<file path="src/rtl/execute_pkg.sv">
// Shared types for the execute_iter stage: ALU operation codes and FSM states.
package execute_pkg;

    localparam int unsigned ALU_CTRL_W = 4;

    typedef enum logic [ALU_CTRL_W-1:0] {
        ALU_AND   = 4'b0000,
        ALU_ORR   = 4'b0001,
        ALU_ADD   = 4'b0010,
        ALU_SUB   = 4'b0110,
        ALU_PASSB = 4'b0111,
        ALU_MUL   = 4'b1000,
        ALU_NOR   = 4'b1100
    } alu_op_t;

    typedef enum logic {
        IDLE = 1'b0,
        MUL  = 1'b1
    } exec_state_t;

endpackage

</file>
<file path="src/rtl/execute_iter_if.sv">
// Handshake and datapath bundle between upstream issue, the execute stage and the E/M consumer.
interface execute_iter_if #(
    parameter int unsigned N = 64
);
    logic         flush;
    logic         in_valid;
    logic         in_ready;
    logic         AluSrc;
    logic [3:0]   AluControl;
    logic [N-1:0] PC_E;
    logic [N-1:0] signImm_E;
    logic [N-1:0] readData1_E;
    logic [N-1:0] readData2_E;
    logic         out_valid;
    logic         out_ready;
    logic [N-1:0] PCBranch_M;
    logic [N-1:0] aluResult_M;
    logic [N-1:0] writeData_M;
    logic         zero_M;
    logic         busy;

    modport master (
        output flush, in_valid, AluSrc, AluControl, PC_E, signImm_E,
               readData1_E, readData2_E, out_ready,
        input  in_ready, out_valid, PCBranch_M, aluResult_M, writeData_M,
               zero_M, busy
    );

    modport slave (
        input  flush, in_valid, AluSrc, AluControl, PC_E, signImm_E,
               readData1_E, readData2_E, out_ready,
        output in_ready, out_valid, PCBranch_M, aluResult_M, writeData_M,
               zero_M, busy
    );
endinterface

</file>
<file path="src/rtl/iter_mul.sv">
// Iterative shift-add multiplier: retires BITS_PER_CYCLE multiplier bits per cycle,
// done/product are valid combinationally during the final iteration.
module iter_mul #(
    parameter int unsigned N              = 64,
    parameter int unsigned BITS_PER_CYCLE = 1
) (
    input  logic         clk,
    input  logic         reset,
    input  logic         start,
    input  logic         kill,
    input  logic [N-1:0] a,
    input  logic [N-1:0] b,
    output logic         done,
    output logic [N-1:0] product
);

    localparam int unsigned S  = N / BITS_PER_CYCLE;
    localparam int unsigned CW = (S > 1) ? $clog2(S) : 1;

    logic          r_busy;
    logic [CW-1:0] r_cnt;
    logic [N-1:0]  r_acc;
    logic [N-1:0]  r_mcand;
    logic [N-1:0]  r_mplier;
    logic [N-1:0]  w_partial;

    // Accumulate the partial products of the current multiplier slice
    always_comb begin
        w_partial = r_acc;
        for (int j = 0; j < int'(BITS_PER_CYCLE); j++) begin
            if (r_mplier[j]) begin
                w_partial = w_partial + (r_mcand << j);
            end
        end
    end

    assign done    = r_busy && (r_cnt == CW'(S - 1));
    assign product = w_partial;

    always_ff @(posedge clk or posedge reset) begin
        if (reset) begin
            r_busy   <= 1'b0;
            r_cnt    <= '0;
            r_acc    <= '0;
            r_mcand  <= '0;
            r_mplier <= '0;
        end else if (kill) begin
            r_busy <= 1'b0;
        end else if (start) begin
            r_busy   <= 1'b1;
            r_cnt    <= '0;
            r_acc    <= '0;
            r_mcand  <= a;
            r_mplier <= b;
        end else if (r_busy) begin
            if (done) begin
                r_busy <= 1'b0;
            end else begin
                r_acc    <= w_partial;
                r_mcand  <= r_mcand << BITS_PER_CYCLE;
                r_mplier <= r_mplier >> BITS_PER_CYCLE;
                r_cnt    <= r_cnt + CW'(1);
            end
        end
    end

endmodule

</file>
<file path="src/rtl/execute_iter.sv">
// LEGv8 execute stage with valid/ready handshakes, E/M output register and iterative MUL.
// Optional EXECUTE_PERF_EN adds saturating mul_count / stall_count ports.
module execute_iter
    import execute_pkg::*;
#(
    parameter int unsigned N              = 64,
    parameter int unsigned BITS_PER_CYCLE = 1
) (
    input  logic              clk,
    input  logic              reset,
    execute_iter_if.slave     bus
`ifdef EXECUTE_PERF_EN
    ,
    output logic [31:0]       mul_count,
    output logic [31:0]       stall_count
`endif
);

    exec_state_t  r_state;
    exec_state_t  w_next_state;
    logic         r_out_valid;
    logic         r_zero;
    logic [N-1:0] r_pcbranch;
    logic [N-1:0] r_alu_result;
    logic [N-1:0] r_write_data;
    logic [N-1:0] r_hold_pcbranch;
    logic [N-1:0] r_hold_write_data;

    logic         w_accept;
    logic         w_is_mul;
    logic         w_load_single;
    logic         w_load_mul;
    logic         w_mul_start;
    logic         w_mul_done;
    logic [N-1:0] w_op_b;
    logic [N-1:0] w_pcbranch;
    logic [N-1:0] w_alu;
    logic [N-1:0] w_product;

    assign bus.in_ready = (r_state == IDLE) && (!r_out_valid || bus.out_ready) && !bus.flush;
    assign w_accept     = bus.in_valid && bus.in_ready;
    assign w_is_mul     = (bus.AluControl == ALU_MUL);
    assign w_op_b       = bus.AluSrc ? bus.signImm_E : bus.readData2_E;
    assign w_pcbranch   = bus.PC_E + (bus.signImm_E << 2);

    always_comb begin
        w_alu = '0;
        case (bus.AluControl)
            ALU_AND:   w_alu = bus.readData1_E & w_op_b;
            ALU_ORR:   w_alu = bus.readData1_E | w_op_b;
            ALU_ADD:   w_alu = bus.readData1_E + w_op_b;
            ALU_SUB:   w_alu = bus.readData1_E - w_op_b;
            ALU_PASSB: w_alu = w_op_b;
            ALU_NOR:   w_alu = ~(bus.readData1_E | w_op_b);
            default:   w_alu = '0;
        endcase
    end

    iter_mul #(
        .N              (N),
        .BITS_PER_CYCLE (BITS_PER_CYCLE)
    ) u_iter_mul (
        .clk     (clk),
        .reset   (reset),
        .start   (w_mul_start),
        .kill    (bus.flush),
        .a       (bus.readData1_E),
        .b       (w_op_b),
        .done    (w_mul_done),
        .product (w_product)
    );

    always_ff @(posedge clk or posedge reset) begin
        if (reset) begin
            r_state <= IDLE;
        end else begin
            r_state <= w_next_state;
        end
    end

    // Flush overrides everything: back to IDLE, no loads, no MUL start
    always_comb begin
        w_next_state  = r_state;
        w_load_single = 1'b0;
        w_load_mul    = 1'b0;
        w_mul_start   = 1'b0;
        if (bus.flush) begin
            w_next_state = IDLE;
        end else begin
            case (r_state)
                IDLE: begin
                    if (w_accept) begin
                        if (w_is_mul) begin
                            w_mul_start  = 1'b1;
                            w_next_state = MUL;
                        end else begin
                            w_load_single = 1'b1;
                        end
                    end
                end
                MUL: begin
                    if (w_mul_done) begin
                        w_load_mul   = 1'b1;
                        w_next_state = IDLE;
                    end
                end
                default: w_next_state = IDLE;
            endcase
        end
    end

    always_ff @(posedge clk or posedge reset) begin
        if (reset) begin
            r_out_valid       <= 1'b0;
            r_zero            <= 1'b0;
            r_pcbranch        <= '0;
            r_alu_result      <= '0;
            r_write_data      <= '0;
            r_hold_pcbranch   <= '0;
            r_hold_write_data <= '0;
        end else begin
            if (bus.flush) begin
                r_out_valid <= 1'b0;
            end else if (w_load_single || w_load_mul) begin
                r_out_valid <= 1'b1;
            end else if (bus.out_ready) begin
                r_out_valid <= 1'b0;
            end

            if (w_load_single) begin
                r_pcbranch   <= w_pcbranch;
                r_alu_result <= w_alu;
                r_write_data <= bus.readData2_E;
                r_zero       <= (w_alu == '0);
            end else if (w_load_mul) begin
                r_pcbranch   <= r_hold_pcbranch;
                r_alu_result <= w_product;
                r_write_data <= r_hold_write_data;
                r_zero       <= (w_product == '0);
            end

            // Branch target and store data travel with the MUL while it iterates
            if (w_mul_start) begin
                r_hold_pcbranch   <= w_pcbranch;
                r_hold_write_data <= bus.readData2_E;
            end
        end
    end

    assign bus.out_valid   = r_out_valid;
    assign bus.PCBranch_M  = r_pcbranch;
    assign bus.aluResult_M = r_alu_result;
    assign bus.writeData_M = r_write_data;
    assign bus.zero_M      = r_zero;
    assign bus.busy        = (r_state == MUL);

`ifdef EXECUTE_PERF_EN
    logic [31:0] r_mul_count;
    logic [31:0] r_stall_count;

    always_ff @(posedge clk or posedge reset) begin
        if (reset) begin
            r_mul_count   <= '0;
            r_stall_count <= '0;
        end else begin
            if (w_mul_start && (r_mul_count != '1)) begin
                r_mul_count <= r_mul_count + 32'd1;
            end
            if (bus.in_valid && !bus.in_ready && (r_stall_count != '1)) begin
                r_stall_count <= r_stall_count + 32'd1;
            end
        end
    end

    assign mul_count   = r_mul_count;
    assign stall_count = r_stall_count;
`endif

endmodule
</file>
<file path="src/flat_wrapper.sv">
// flat-port wrapper written by rule: the top's interface ports become plain ports
module execute_iter_flat import execute_pkg::*;
#(
    parameter int unsigned N              = 64,
    parameter int unsigned BITS_PER_CYCLE = 1
)
  (clk, reset, bus_flush, bus_in_valid, bus_AluSrc, bus_AluControl, bus_PC_E, bus_signImm_E, bus_readData1_E, bus_readData2_E, bus_out_ready, bus_in_ready, bus_out_valid, bus_PCBranch_M, bus_aluResult_M, bus_writeData_M, bus_zero_M, bus_busy);
  execute_iter_if #(.N(N)) bus_i ();
  input  logic clk;
  input  logic reset;
  input wire logic [$bits(bus_i.flush)-1:0] bus_flush;
  input wire logic [$bits(bus_i.in_valid)-1:0] bus_in_valid;
  input wire logic [$bits(bus_i.AluSrc)-1:0] bus_AluSrc;
  input wire logic [$bits(bus_i.AluControl)-1:0] bus_AluControl;
  input wire logic [$bits(bus_i.PC_E)-1:0] bus_PC_E;
  input wire logic [$bits(bus_i.signImm_E)-1:0] bus_signImm_E;
  input wire logic [$bits(bus_i.readData1_E)-1:0] bus_readData1_E;
  input wire logic [$bits(bus_i.readData2_E)-1:0] bus_readData2_E;
  input wire logic [$bits(bus_i.out_ready)-1:0] bus_out_ready;
  output wire logic [$bits(bus_i.in_ready)-1:0] bus_in_ready;
  output wire logic [$bits(bus_i.out_valid)-1:0] bus_out_valid;
  output wire logic [$bits(bus_i.PCBranch_M)-1:0] bus_PCBranch_M;
  output wire logic [$bits(bus_i.aluResult_M)-1:0] bus_aluResult_M;
  output wire logic [$bits(bus_i.writeData_M)-1:0] bus_writeData_M;
  output wire logic [$bits(bus_i.zero_M)-1:0] bus_zero_M;
  output wire logic [$bits(bus_i.busy)-1:0] bus_busy;
  assign bus_i.flush = bus_flush;
  assign bus_i.in_valid = bus_in_valid;
  assign bus_i.AluSrc = bus_AluSrc;
  assign bus_i.AluControl = bus_AluControl;
  assign bus_i.PC_E = bus_PC_E;
  assign bus_i.signImm_E = bus_signImm_E;
  assign bus_i.readData1_E = bus_readData1_E;
  assign bus_i.readData2_E = bus_readData2_E;
  assign bus_i.out_ready = bus_out_ready;
  assign bus_in_ready = bus_i.in_ready;
  assign bus_out_valid = bus_i.out_valid;
  assign bus_PCBranch_M = bus_i.PCBranch_M;
  assign bus_aluResult_M = bus_i.aluResult_M;
  assign bus_writeData_M = bus_i.writeData_M;
  assign bus_zero_M = bus_i.zero_M;
  assign bus_busy = bus_i.busy;
  execute_iter #(.N(N), .BITS_PER_CYCLE(BITS_PER_CYCLE)) u_core (.clk(clk), .reset(reset), .bus(bus_i));
endmodule
</file>
<file path="config.mk">
export PLATFORM = sky130hd
export DESIGN_NAME = execute_iter_flat
export DESIGN_NICKNAME = d
export VERILOG_FILES = /design/src/rtl/execute_pkg.sv /design/src/rtl/execute_iter_if.sv /design/src/rtl/iter_mul.sv /design/src/rtl/execute_iter.sv /design/src/flat_wrapper.sv
export SDC_FILE = /design/constraint.sdc
export NUM_CORES = 2
export LEC_CHECK = 0
export BUFFER_PORTS_ARGS = -buffer_cell sky130_fd_sc_hd__buf_2
export CAP_MARGIN = 20
export CORE_UTILIZATION = 50
export DETAILED_ROUTE_END_ITERATION = 16
export PLACE_DENSITY = 0.75
export SLEW_MARGIN = 20
export SYNTH_ARGS = -nofsm -noshare
export SYNTH_HDL_FRONTEND = slang
export SYNTH_SLANG_ARGS = --single-unit
</file>
<file path="constraint.sdc">
create_clock -name clk -period 54.9 [get_ports clk]
set_input_delay 16.47 -clock clk [delete_from_list [all_inputs] [get_ports clk]]
set_output_delay 16.47 -clock clk [all_outputs]
set_load 0.01 [all_outputs]
</file>
Yosys cells after proc, flatten, opt, wreduce, memory -nomap -nowiden
Index checks and enable logic that the tools add are counted.
{ "word_totals": {"in_bits": 266, "wordCells": 89, "register_bits": 522, "out_inout_bits": 196} }
{ "classes": {"n_reduce_logical": 15, "eq_ne": 8, "n_addsub": 5, "bitwise": 5, "n_mux": 43} }
{ "op_table": {"columns": ["operator", "count"], "rows": [
  ["two-way mux 64 bit", 17],
  ["case mux 64 bit (6 select lines)", 1],
  ["adder 64 bit", 3],
  ["zero test 64 bit", 2],
  ["AND 64 bit", 1],
  ["NOT 64 bit", 1],
  ["OR 64 bit", 1],
  ["subtractor 64 bit", 1],
  ["two-way mux 1 bit", 21],
  ["two-way mux 6 bit", 3],
  ["== test 4 x 3 -> 1 bit (second input constant)", 2],
  ["== test 4 bit (second input constant)", 2],
  ["adder 6 x 1 -> 6 bit (second input constant)", 1],
  ["== test 6 bit (second input constant)", 1],
  ["== test 4 x 1 -> 1 bit (second input constant)", 1],
  ["== test 4 x 2 -> 1 bit (second input constant)", 1],
  ["logical AND 1 bit", 4],
  ["zero test 4 bit", 1],
  ["nonzero test 2 bit", 2],
  ["AND reduction 3 bit", 1],
  ["nonzero test 3 bit", 1],
  ["zero test 1 bit", 2],
  ["logical OR 1 bit", 2],
  ["inequality test 2 bit (second input constant)", 1],
  ["2 further kinds", 3]
]} }

Logic depth before layout (Yosys ltp)
{ "logic_depth": {"ltp_word": 11, "mapped_depth": 32, "ltp_nobuf": 28} }

Cells and area by module
Synthesis repeated with hierarchy kept, for this count alone.
{ "unflattened": {"cells_unflattened": 4775, "hier_area_um2": 39247.6} }
{ "by_module_without_submodules": {"columns": ["module", "seq_area_each_um2", "area_per_inst_um2", "n_inst", "cells_each"], "rows": [
  ["execute_iter", 8082.8, 25859.8, 1, 3311],
  ["iter_mul", 4979.8, 13387.8, 1, 1464]
]} }

Worst setup path before layout
No wires, ideal clock.
{ "synth_path": {"path_kind": "in2out", "from": "input port bus_out_ready", "to": "output port bus_in_ready", "setup_slack_ns": 21.649, "required_time_ns": 38.430, "path_buffers": 0, "cell_stages": 2, "t_arrival_ns": 16.781, "cell_sequence": "nand2b_1 > and2_1"} }
{ "synth_via": {"elab_chain_len": 3} }
{ "synth_rtl": {"columns": ["element", "line_no", "text"], "rows": [
  ["from (decl)", "flat_wrapper.sv:19", "input wire logic [$bits(bus_i.out_ready)-1:0] bus_out_ready;"],
  ["logical OR 1 bit", "execute_iter.sv:40", "assign bus.in_ready = (r_state == IDLE) && (!r_out_valid || bus.out_ready) && !bus.flush;"],
  ["logical AND 1 bit (2 in a row)", "execute_iter.sv:40", null],
  ["to (decl)", "flat_wrapper.sv:20", "output wire logic [$bits(bus_i.in_ready)-1:0] bus_in_ready;"]
]} }
No other way between the ends.

Worst setup path in the final report
{ "layout_path": {"from": "input port bus_flush", "to": "output port bus_in_ready"} }
{ "layout_via": {"elab_chain_len": 2} }
{ "layout_rtl": {"columns": ["element", "line_no", "text"], "rows": [
  ["from (decl)", "flat_wrapper.sv:11", "input wire logic [$bits(bus_i.flush)-1:0] bus_flush;"],
  ["zero test 1 bit", "execute_iter.sv:40", null],
  ["logical AND 1 bit", "execute_iter.sv:40", null]
]} }
No other way between the ends.

==> summary.txt <==
Run status
  – Status: complete, no violations

Final layout
  – Nets: 5,530
  – Final Non-Filler Cells: 6,164
  – Design area: 43,400 um2
  – Layout fillers: 7,099
  – Layout cells sized above 1: 13.9%
  – P&R area growth vs syn: 12.8%

Synth
  – Asr flop ratio synth: 100%
  – Share of the synthesized area in the top cell type: 33.9%
  – Largest cells by area after synthesis: dfrtp_1 34%, nand2_1 9.8%, ha_1 6.2%
  – Synth warnings: 0
  – Seq/Total Area, Yosys: 33.9%
  – Most used DFF post-synth: dfrtp_1
  – Post-Syn Instances: 4,809
  – Synth unique cells: 100
  – Syn Area/Cell: 8.00 um2
  – Number of synthesized flops with an enable pin: 0
  – Register bit total from synthesis: 522
  – Mapped Area: 38,500 um2
  – Post-synth top area cell: dfrtp_1
  – Synth Net Count: 5,269

Min path
  – Hold depth: 2
  – Worst min-delay path category: reg2reg
  – Hold Crit Start: u_core.bus.PCBranch_M[2]
  – Hold EP: u_core.bus.PCBranch_M[2]

Floorplan
  – Full die area: 78,100 um2
  – Width of the die: 279 um
  – I/O pin cnt: 462
  – DIE HEIGHT: 279 um
  – Placeable Area: 76,100 um2
  – Initial core utilization: 50.6%
  – Rows: 101

Power and ir drop
  – Peak VDD IR: 30.5 uV
  – Clock Power Share: 24.0%
  – Int Power: 1.01 mW
  – Net Sw Frac: 42.1%
  – PwrDens: 40.1 nW/um2
  – Leakage: 20.4 nW
  – NetSw: 0.733 mW
  – Reg power frac: 32.5%
  – Logic gate share of total power: 43.5%

Global routing
  – GRT Residual Overflow: 0
  – Largest net degree at the start of global routing: 98
  – Vias in the first global route: 36,600
  – Initial antenna violation count: 26
  – First-pass GRT wire length: 226,000 um
  – Total track usage: 37.6%

Timing
  – RSZ-0062 raised after global routing: false
  – # setup viols final: 0
  – Slew @ Worst Pin: 1.20 ns
  – Max Freq: 29.7 MHz
  – Number of max-slew violations in the final report: 0
  – Worst Clk Skew: 0.0326 ns
  – Fin crit period: 33.66 ns
  – Final Hold Viols: 0
  – Slew HR: 20.1%
  – Part of the cycle the worst path needs: 61.3%
  – Setup TNS Final: 0 ns

Job
  – Number of max-cap violations: 0

Route
  – First-pass iteration count of the detailed router: 9
  – DR vias/cell: 6.43
  – Final ANT Viol Nets: 0
  – Vias post-DR: 39,600
  – Drt total wl: 151,000 um
  – DR iter-0 viols: 4,468
  – DR WL/cell: 24.6 um
  – Drc violations: 0

Clock network
  – Root Buffer: clkbuf_16
  – Post-CTS Setup Inserts: 0
  – Post-CTS sizing: 0
  – CTS Buffer Depth: 3
  – CTS tree: done
  – CTS buffer count: 59
  – Clock Latency Late Sink: 0.67 ns
  – H-tree Lvls: 2
  – Worst-path clk slew: 0.05 ns
  – Post-CTS Hold Buffers: 0
  – Clock sink total: 522

Setup path
  – Critical path arrival: 17.19 ns
  – Kind of critical path: in2out
  – Setup crit start: bus_flush
  – Critical path required time: 38.43 ns
  – Reg-to-reg critical path endpoint: u_core.bus.zero_M
  – CP max FO: 5
  – R2R cell count: 14
  – CP Capture Type: output pin
  – CP Launch Type: input pin
  – RR Startpoint: u_core.u_iter_mul.r_mcand[2]
  – Flop2flop setup slack: 49.63 ns

Place
  – Placed Cells: 6,038
  – DP Area: 41,300 um2
  – Post-DP HPWL: 114,000 um
  – IO buf count: 461
  – Placer Congestion: 1.02
## cell usage in the layout, fill, tap and decap left out, types with 97 or more instances in the layout
cell and instances:
nor2_1 359, dfrtp_1 521, buf_2 460, nand2_1 1006
o21ai_0 261, a21oi_1 323, xnor2_1 124, a31oi_1 138
a22oi_1 139, inv_1 106, a21o_1 97, ha_1 191
## cells by family (layout without fill, tap and decap cells)
| kind of cell | count (synthesis) | after routing | share of synthesized area, % |
|---|---|---|---|
| AOI/OAI and AO/OA | 1447 | 1447 | 24.8 |
| and+or+nand+nor | 1832 | 1832 | 20.8 |
| DFF | 522 | 522 | 33.9 |
| buffers and inverters | 418 | 727 | 4.29 |
| adders and majority gates | 249 | 249 | 7.80 |
| xor gates and xnor gates | 205 | 205 | 4.68 |
| other | 0 | 16 | 0 |
| muxes | 136 | 136 | 3.74 |
## sequential cells by signal (all words and copies together), names as in the netlist, 6 cells and up
signal	cells
u_core.bus.writeData_M	64
u_core.bus.aluResult_M	64
u_core.bus.PCBranch_M	64
u_core.u_iter_mul.r_cnt	6
u_core.r_hold_pcbranch	64
u_core.u_iter_mul.r_mcand	64
u_core.u_iter_mul.r_mplier	64
u_core.u_iter_mul.r_acc	64
u_core.r_hold_write_data	64
## layout make-up
cell class | count | area [um2] | share of cell area, %
diodes | 16 | 40.0 | 0.0922
multi-input cells | 3869 | 23900 | 55.0
clock inverters | 25 | 314 | 0.723
clock buffers | 84 | 1710 | 3.94
well taps | 1030 | 1290 | 2.97
repair buffers | 511 | 2720 | 6.26
flip-flops and latches | 522 | 13100 | 30.1
inverters | 107 | 409 | 0.943
## power by group through the flow
stage	clock network (mW)	logic, mW	registers, mW
6_report	0.417	0.757	0.566
3_3_place_gp	0	0.729	0.566
3_5_place_dp	0	0.738	0.568
2_1_floorplan	0	0.514	0.552
4_1_cts	0.419	0.743	0.563
5_1_grt	0.432	0.828	0.575
## how the worst max path moves through the flow
stage                        end  slack, ns  cells past startpoint
floorplan           bus_in_ready      21.65                      2
global placement    bus_in_ready      21.26                      4
detailed placement  bus_in_ready      21.25                      4
CTS                 bus_in_ready      21.25                      4
global route        bus_in_ready      21.21                      4
finish              bus_in_ready      21.24                      4
## per-layer routing
metal / track usage (%) / vias up / wire, um
met4: 21.5 / 18 / 9730
met3: 6.92 / 466 / 13100
li1: - / 18000 / -
met2: 58.9 / 1985 / 68800
met5: 0 / - / 107
met1: 48.8 / 19100 / 59700
## through the flow
stage | utilization [%] | power [mW] | setup WS, ns | hold slack (ns)
global placement | 54.3 | 1.30 | 21.26 | 0.454
CTS | 57.0 | 1.72 | 21.25 | 0.471
finish | 57.1 | 1.74 | 21.24 | 0.467
floorplan | - | 1.07 | 21.65 | 0.445
detailed placement | 54.3 | 1.31 | 21.25 | 0.457
global route | 57.0 | 1.83 | 21.21 | 0.491
## Yosys cell counts, types with 23 or more instances
| library cell | number |
|---|---|
| a211oi_1 | 85 |
| a21o_1 | 97 |
| a21oi_1 | 323 |
| a222oi_1 | 24 |
| a22oi_1 | 139 |
| a31oi_1 | 138 |
| and3_1 | 59 |
| buf_1 | 24 |
| clkbuf_1 | 264 |
| dfrtp_1 | 522 |
| ha_1 | 191 |
| inv_1 | 107 |
| maj3_1 | 52 |
| mux2_2 | 44 |
| mux2i_1 | 87 |
| nand2_1 | 1006 |
| nand3_1 | 65 |
| nand4_1 | 76 |
| nor2_1 | 363 |
| nor3_1 | 97 |
| o211ai_1 | 30 |
| o21a_1 | 28 |
| o21ai_0 | 261 |
| o21ai_1 | 24 |
| o21bai_1 | 34 |
| o221ai_1 | 39 |
| o22ai_1 | 37 |
| o31ai_1 | 28 |
| or3_1 | 23 |
| xnor2_1 | 124 |
| xor2_1 | 80 |
## critical path, stage by stage
cell and delay, ns:
buf_2 0.18, nor2_1 0.17, and2_1 0.21, buf_2 0.15
No activity file was read; power rests on OpenSTA's default activity.
